[src/rtl/pkt_pkg.sv]
// Shared definitions for the packet transmit/receive paths.
package pkt_pkg;

  localparam int unsigned PKT_W_DEF = 64;
  localparam logic        IDLE_LVL  = 1'b0;

  typedef enum logic [1:0] {
    ST_IDLE  = 2'd0,
    ST_SHIFT = 2'd1,
    ST_GAP   = 2'd2
  } pkt_state_e;

  // Counter width for values 0..n-1, never narrower than one bit.
  function automatic int unsigned cnt_w(input int unsigned n);
    return (n > 1) ? $clog2(n) : 1;
  endfunction

endpackage

[src/rtl/pkt_tx_baud.sv]
// Bit-rate clock-enable generator: one tick every DIV enabled clocks.
module pkt_tx_baud
  import pkt_pkg::*;
#(
  parameter int unsigned DIV = 4
) (
  input  logic clk,
  input  logic rst,
  input  logic i_clr,
  input  logic i_en,
  output logic o_bit_tick_c
);

  localparam int unsigned DIV_W = cnt_w(DIV);

  logic [DIV_W-1:0] r_div_cnt;

  assign o_bit_tick_c = i_en && (r_div_cnt == DIV_W'(DIV - 1));

  // Divider counter: counts 0..DIV-1 while enabled, cleared on request.
  always_ff @(posedge clk or negedge rst) begin
    if (!rst) begin
      r_div_cnt <= '0;
    end else if (i_clr || o_bit_tick_c) begin
      r_div_cnt <= '0;
    end else if (i_en) begin
      r_div_cnt <= r_div_cnt + DIV_W'(1);
    end
  end

endmodule

[src/rtl/pkt_tx.sv]
// Serial packet transmitter: MSB-first, DIV clocks per bit, idle gap after each frame.
module pkt_tx
  import pkt_pkg::*;
#(
  parameter int unsigned PKT_W    = PKT_W_DEF,
  parameter int unsigned DIV      = 4,
  parameter int unsigned GAP_BITS = 2
) (
  input  logic             clk,
  input  logic             rst,
  input  logic [PKT_W-1:0] pkt_data,
  input  logic             pkt_valid,
  output logic             pkt_ready,
  input  logic             abort,
  output logic             dout,
  output logic             tx_busy,
  output logic             tx_done
);

  localparam int unsigned BIT_W    = cnt_w(PKT_W);
  localparam int unsigned GAP_CLKS = GAP_BITS * DIV;
  localparam int unsigned GAP_W    = cnt_w(GAP_CLKS + 1);
  localparam int unsigned GAP_LAST = (GAP_CLKS > 0) ? GAP_CLKS - 1 : 0;

  pkt_state_e       r_state;
  logic [PKT_W-1:0] r_shift;
  logic [BIT_W-1:0] r_bit_cnt;
  logic [GAP_W-1:0] r_gap_cnt;
  logic             r_tail;
  logic             r_dout;
  logic             r_busy;
  logic             r_done;

  logic w_accept;
  logic w_baud_en;
  logic w_bit_tick;

  // dout lags the shift register by one clock; r_tail covers that final clock.
  assign w_baud_en = (r_state == ST_SHIFT) && !r_tail;
  assign w_accept  = pkt_valid && pkt_ready;
  assign pkt_ready = rst && (r_state == ST_IDLE) && !abort;
  assign dout      = r_dout;
  assign tx_busy   = r_busy;
  assign tx_done   = r_done;

  pkt_tx_baud #(
    .DIV (DIV)
  ) u_baud (
    .clk          (clk),
    .rst          (rst),
    .i_clr        (!w_baud_en || abort),
    .i_en         (w_baud_en),
    .o_bit_tick_c (w_bit_tick)
  );

  // Frame FSM with registered serial output and status flags.
  always_ff @(posedge clk or negedge rst) begin
    if (!rst) begin
      r_state   <= ST_IDLE;
      r_shift   <= '0;
      r_bit_cnt <= '0;
      r_gap_cnt <= '0;
      r_tail    <= 1'b0;
      r_dout    <= IDLE_LVL;
      r_busy    <= 1'b0;
      r_done    <= 1'b0;
    end else begin
      r_done <= 1'b0;
      case (r_state)
        ST_IDLE: begin
          r_dout <= IDLE_LVL;
          r_busy <= 1'b0;
          if (w_accept) begin
            r_shift   <= pkt_data;
            r_bit_cnt <= '0;
            r_tail    <= 1'b0;
            r_busy    <= 1'b1;
            r_state   <= ST_SHIFT;
          end
        end
        ST_SHIFT: begin
          if (abort) begin
            r_dout    <= IDLE_LVL;
            r_busy    <= 1'b0;
            r_bit_cnt <= '0;
            r_tail    <= 1'b0;
            r_state   <= ST_IDLE;
          end else if (r_tail) begin
            r_dout    <= IDLE_LVL;
            r_done    <= 1'b1;
            r_tail    <= 1'b0;
            r_bit_cnt <= '0;
            r_gap_cnt <= '0;
            r_busy    <= (GAP_BITS > 0);
            r_state   <= (GAP_BITS > 0) ? ST_GAP : ST_IDLE;
          end else begin
            r_dout <= r_shift[PKT_W-1];
            if (w_bit_tick) begin
              r_shift <= {r_shift[PKT_W-2:0], 1'b0};
              if (r_bit_cnt == BIT_W'(PKT_W - 1)) begin
                r_tail <= 1'b1;
              end else begin
                r_bit_cnt <= r_bit_cnt + BIT_W'(1);
              end
            end
          end
        end
        ST_GAP: begin
          r_dout <= IDLE_LVL;
          if (abort || (r_gap_cnt == GAP_W'(GAP_LAST))) begin
            r_gap_cnt <= '0;
            r_busy    <= 1'b0;
            r_state   <= ST_IDLE;
          end else begin
            r_gap_cnt <= r_gap_cnt + GAP_W'(1);
          end
        end
        default: begin
          r_dout  <= IDLE_LVL;
          r_busy  <= 1'b0;
          r_state <= ST_IDLE;
        end
      endcase
    end
  end

endmodule

[config.mk]
export PLATFORM = sky130hd
export DESIGN_NAME = pkt_tx
export DESIGN_NICKNAME = d
export VERILOG_FILES = /design/src/rtl/pkt_pkg.sv /design/src/rtl/pkt_tx_baud.sv /design/src/rtl/pkt_tx.sv
export SDC_FILE = /design/constraint.sdc
export NUM_CORES = 1
export LEC_CHECK = 0
export CORE_ASPECT_RATIO = 0.6
export CORE_MARGIN = 8
export CORE_UTILIZATION = 31
export CTS_BUF_LIST = sky130_fd_sc_hd__clkbuf_16
export CTS_CLUSTER_DIAMETER = 120
export DETAILED_ROUTE_END_ITERATION = 7
export PLACE_DENSITY_LB_ADDON = 0.12
export SKIP_LAST_GASP = 1
export SLEW_MARGIN = 25
export SYNTH_ARGS = -nofsm -noshare
export SYNTH_HDL_FRONTEND = slang
export SYNTH_HIERARCHICAL = 1
export SYNTH_SLANG_ARGS = --single-unit
[constraint.sdc]
create_clock -name clk -period 2.28 [get_ports clk]
set_input_delay 0.57 -clock clk [delete_from_list [all_inputs] [get_ports clk]]
set_output_delay 0.57 -clock clk [all_outputs]
set_load 0.1 [all_outputs]
After elaboration in Yosys (flattened, before gate mapping)
Index checks and enable logic that the tools add are counted.
Word-level totals
  register bits after elaboration: 82
Cells by class
  $add $sub $neg: 3
  multiplexer cells: 39
  reduce and logical (&&, ||, !) cells: 21
  equality and inequality tests: 14
Operators by type and width (count)
  $mux 64: 4
  $pmux 64 s2: 1
  $mux 6: 5
  $mux 1: 15
  $mux 2: 6
  $mux 4: 3
  $pmux 6 s2: 1
  $ne 2x2->1 const B: 5
  $pmux 4 s2: 1
  $add 6x1->6 const B: 1
  $eq 6x6->1 const B: 1
  $pmux 2 s3: 1
  $reduce_and 3->1: 2
  $reduce_bool 2->1: 3
  $logic_and 1x1->1: 5
  $reduce_and 5->1: 1
  $add 4x1->4 const B: 1
  $eq 2x2->1 const B: 2
  $eq 4x3->1 const B: 1
  $ne 4x3->1 const B: 1
  $ne 4x4->1 const B: 1
  $reduce_and 2->1: 2
  $reduce_and 4->1: 1
  $logic_not 1->1: 3
  other kinds (8): 10

Logic depth before layout (Yosys ltp)
  word-level depth: 7
  gate-level depth with buffers: 8
  mapped depth without buffers: 7

Cells and area by module
The synthesis kept the hierarchy.
Modules (own cells, without submodules)
  pkt_tx: cells an instance 360, area an instance 3771.1 sq um, seq. area each 2001.9 sq um, instances 1
  pkt_tx_baud: cells an instance 10, area an instance 111.4 sq um, seq. area each 50.0 sq um, instances 1

Worst setup path before layout
OpenSTA, ideal clock, no wires.
  path type: input to register
  start: in rst
  end: reg r_shift[12]
  arrival: 3.249 ns
  library setup time: 0.132 ns
  stages: 6
  data required time: 2.148 ns
  path buffers: 2
  slack: -1.101 ns
  path through: nor4b_2 a22oi_4 buf_6 buf_6 nand2_1 o21ai_1
Between the ends
  cells in the longest elaborated chain, start to end: 5
Ends and longest elaborated chain
  start, declared: line pkt_tx.sv:10  | input logic rst,
  $logic_and 1x1->1 (2 in a row): line pkt_tx.sv:41  | assign pkt_ready = rst && (r_state == ST_IDLE) && !abort;
  $logic_and 1x1->1: line pkt_tx.sv:40  | assign w_accept = pkt_valid && pkt_ready;
  $ne 2x2->1 (no source line)
  $reduce_and 5->1 (no source line)
  end signal, assigned: line pkt_tx.sv:74  | r_shift <= pkt_data;
  end signal, assigned: line pkt_tx.sv:99  | r_shift <= {r_shift[PKT_W-2:0], 1'b0};
  end, declared: line pkt_tx.sv:26  | logic [PKT_W-1:0] r_shift;
No other way between the ends.
A chain may end at the register's enable or synchronous reset.

Final worst setup path
  start: reg r_state[1]
  end: out pkt_ready
Between the ends
  cells in the longest elaborated chain, start to end: 3
Ends and longest elaborated chain
  start, declared: line pkt_tx.sv:25  | pkt_state_e r_state;
  start signal, assigned: line pkt_tx.sv:95  | r_state <= (GAP_BITS > 0) ? ST_GAP : ST_IDLE;
  $logic_not 2->1: line pkt_tx.sv:41
  $logic_and 1x1->1 (2 in a row): line pkt_tx.sv:41
  end, declared: line pkt_tx.sv:13  | output logic pkt_ready,
No other way between the ends.

==> flow_summary.toml <==
[cts]
hold_buffers = 0
path_clk_slew_ns = 0.06
cts_tree = "yes"
numCtsBuffers = 9
cts_buffer_depth = 2
clock_latency_ns = 0.33
cts_max_level = 3
root_buffer = "clkbuf_16"
cts.sinks = 82

[synthesis]
ys_ff_latch = 82
synth.top_cells.by_area = "dfrtp_1 (53%), mux2i_1 (17%), nand2_1 (6.7%)"
yosysTopAreaCellShare_pct = 52.9
ys_warn_count = 6
syn_nets = 441
yosysSeqAreaShare_pct = 52.9
syn_inst = 370
syn_area_um2 = 3880
syn_avg_cell_area_um2 = 10.5
post-synth-top-area-cell = "dfrtp_1"
synth_cell_types = 40

[final_layout]
antenna_cells = 0
final_util_pct = 42.9
final_cell_mix = "dfrtp_1 (82), nand2_1 (69), clkdlybuf4s50_1 (65)"
fin_nets = 527
layout_commonest_cell = "dfrtp_1"
area_growth_pct = 34.1
layout-drive-gt1-share_pct = 10.7
fillers = 1180
final_cells = 625

[global_routing]
grt_use_total_pct = 11.6
antenna_found_initial = 0
grt_overflow = 0
grt_pass1_wl_um = 15300
grt_pass1_vias = 2936
grt_max_degree = 65

[power]
ir_drop_mv = 0.382
p_leak_nw = 2.31
power.density_nw_per_um2 = 757
finalPower_mw = 3.94

[worst_setup_path]
worstPathCellList = "buf_4, nor4b_4, buf_4, buf_12"
crit_path_start_kind = "flop"
critPathMaxFanout = 10
reg2reg_from = "r_state[0]"
crit_slowest_cell = "dfrtp_1"
cp_slowest_stage_delay_ns = 0.38
arrival_ns = 1.48
end_kind = "primary output"
rr_endpoint = "r_bit_cnt[2]"
cp.depth = 4
r2r_slack_ns = 0.31
cpMostUsedCell = "buf_4"
critical_path_buf_inv_count = 3
cpLargestDelayFamily = "buffers and inverters"
critPathKind = "flop to primary output"
worstRegToRegCells = 6
required_ns = 1.71

[place]
io_buffers = 71
dp_cells = 609
dp_hpwl_um = 6350
gp_congestion = 0.705
post-place-ws_ns = 0.00238

[floorplanning]
die_w_um = 160
start_util_pct = 32.0
io_pins = 72
core_area_um2 = 12100
die_y_um = 103
num_rows = 31
fp.dieArea_um2 = 16500

[timing]
period_needed_ns = 2.05
period_share_pct = 90.0
whs_ns = 0.0380
worst_pin_slew_ns = 0.827
slew_headroom_pct = 44.9
drv_slew = 0
setup_violations = 0
hold_violations = 0
finalClockSkew_ns = 0.00692
fmax_mhz = 487
post-route-worst-setup-slack_ns = 0.228
rsz0062_at_grt = "false"

[routing]
drt-pass1-iter-count = 4
postRouteAntennaNets = 0
wire_per_inst_um = 14.4
viasPerCell = 4.54
num_vias = 2839
drtIter0Drc = 92
drc = 0
totalWireLength_um = 8970

[status]
status = "finished, final reports clean"

[worst_hold_path]
hold_class = "input port to async pin"

[run]
cap_violations = 0
-- report_power, final --
| part | total, mW | switching, mW | leakage [nW] | internal [mW] |
|---|---|---|---|---|
| clock network | 1.40 | 0.567 | 0.135 | 0.834 |
| registers | 1.87 | 0.144 | 1.05 | 1.72 |
| logic | 0.676 | 0.325 | 1.12 | 0.351 |
-- through the flow --
stage	setup TNS (ns)	instance area, µm²
after floorplan	-14.71	3910
after global placement	0	4910
after detailed placement	0	4910
after CTS	0	5190
after global routing	0	5200
final	0	5200
-- how the worst max path moves through the flow --
stage                        endpoint       start  slack (ns)
after global routing        pkt_ready  r_state[1]        0.14
after detailed placement  r_shift[53]       abort       0.002
after CTS                   pkt_ready       abort        0.04
after floorplan           r_shift[12]       abort       -0.27
final                       pkt_ready  r_state[1]        0.23
after global placement      pkt_ready       abort        0.03
-- routing by layer --
layer | vias up | GRT usage (%) | wire [µm]
met4 | 0 | 3.21 | 62
met2 | 62 | 16.3 | 3570
met1 | 1299 | 16.4 | 4850
met3 | 6 | 4.03 | 486
li1 | 1472 | - | -
met5 | - | 0 | 0
-- area by class of cell --
class	instances	area, µm²	area share (%)
multi-input combinational	261	1690	32.5
tap	165	206	3.97
clock inverter	6	58.8	1.13
inverter	7	26.3	0.505
sequential	82	2050	39.4
timing repair buffer	95	943	18.1
clock buffer	9	225	4.33
-- state kept, by name (all words and copies together), names as in the netlist --
| register | count |
|---|---|
| r_shift | 64 |
| r_bit_cnt | 6 |
| r_gap_cnt | 4 |
| r_state | 2 |
| u_baud/r_div_cnt | 2 |
| dout | 1 |
| r_tail | 1 |
| tx_busy | 1 |
| tx_done | 1 |
-- worst reg2reg max path: cells and delay by family (launching register included) --
family / cells / cell delay [ns]
AND/OR/NAND/NOR: 3 / 0.86
flip-flops: 1 / 0.47
AO/OA/AOI/OAI: 2 / 0.43
buffers and inverters: 1 / 0.10
-- cell usage after synthesis (all sizes together) --
cell type / count
a21oi: 11
nor3b: 1
o211ai: 1
nor4: 1
ha: 3
inv: 7
o22ai: 1
a21o: 3
clkbuf: 9
nand2: 69
buf: 11
o21a: 1
a22oi: 1
nand4: 1
nand3b: 3
nor2b: 1
or3b: 1
or3: 3
mux2i: 64
nor2: 3
and2: 2
o21ai: 68
a211oi: 1
a32o: 1
nand3: 3
dfrtp: 82
a31oi: 4
and4: 1
nor4b: 2
and3: 2
nor4bb: 1
a21boi: 1
nand2b: 4
nor3: 3
-- kinds of logic (layout without fill, tap and decap cells) --
kind of cell / count (synthesis) / count (layout) / synth area share, %
compound gates: 93 / 93 / 13.2
fa+ha+maj: 3 / 3 / 0.967
buf+inv: 27 / 117 / 3.77
flops: 82 / 82 / 52.9
mux: 64 / 64 / 16.5
simple gates: 101 / 101 / 12.7
-- timing repair --
action / CTS / global route
gates resized for setup: 0 / 1
endpoints found under the setup margin: 0 / 1
buffers inserted: 0 / 1
No activity file was read; power rests on OpenSTA's default activity.
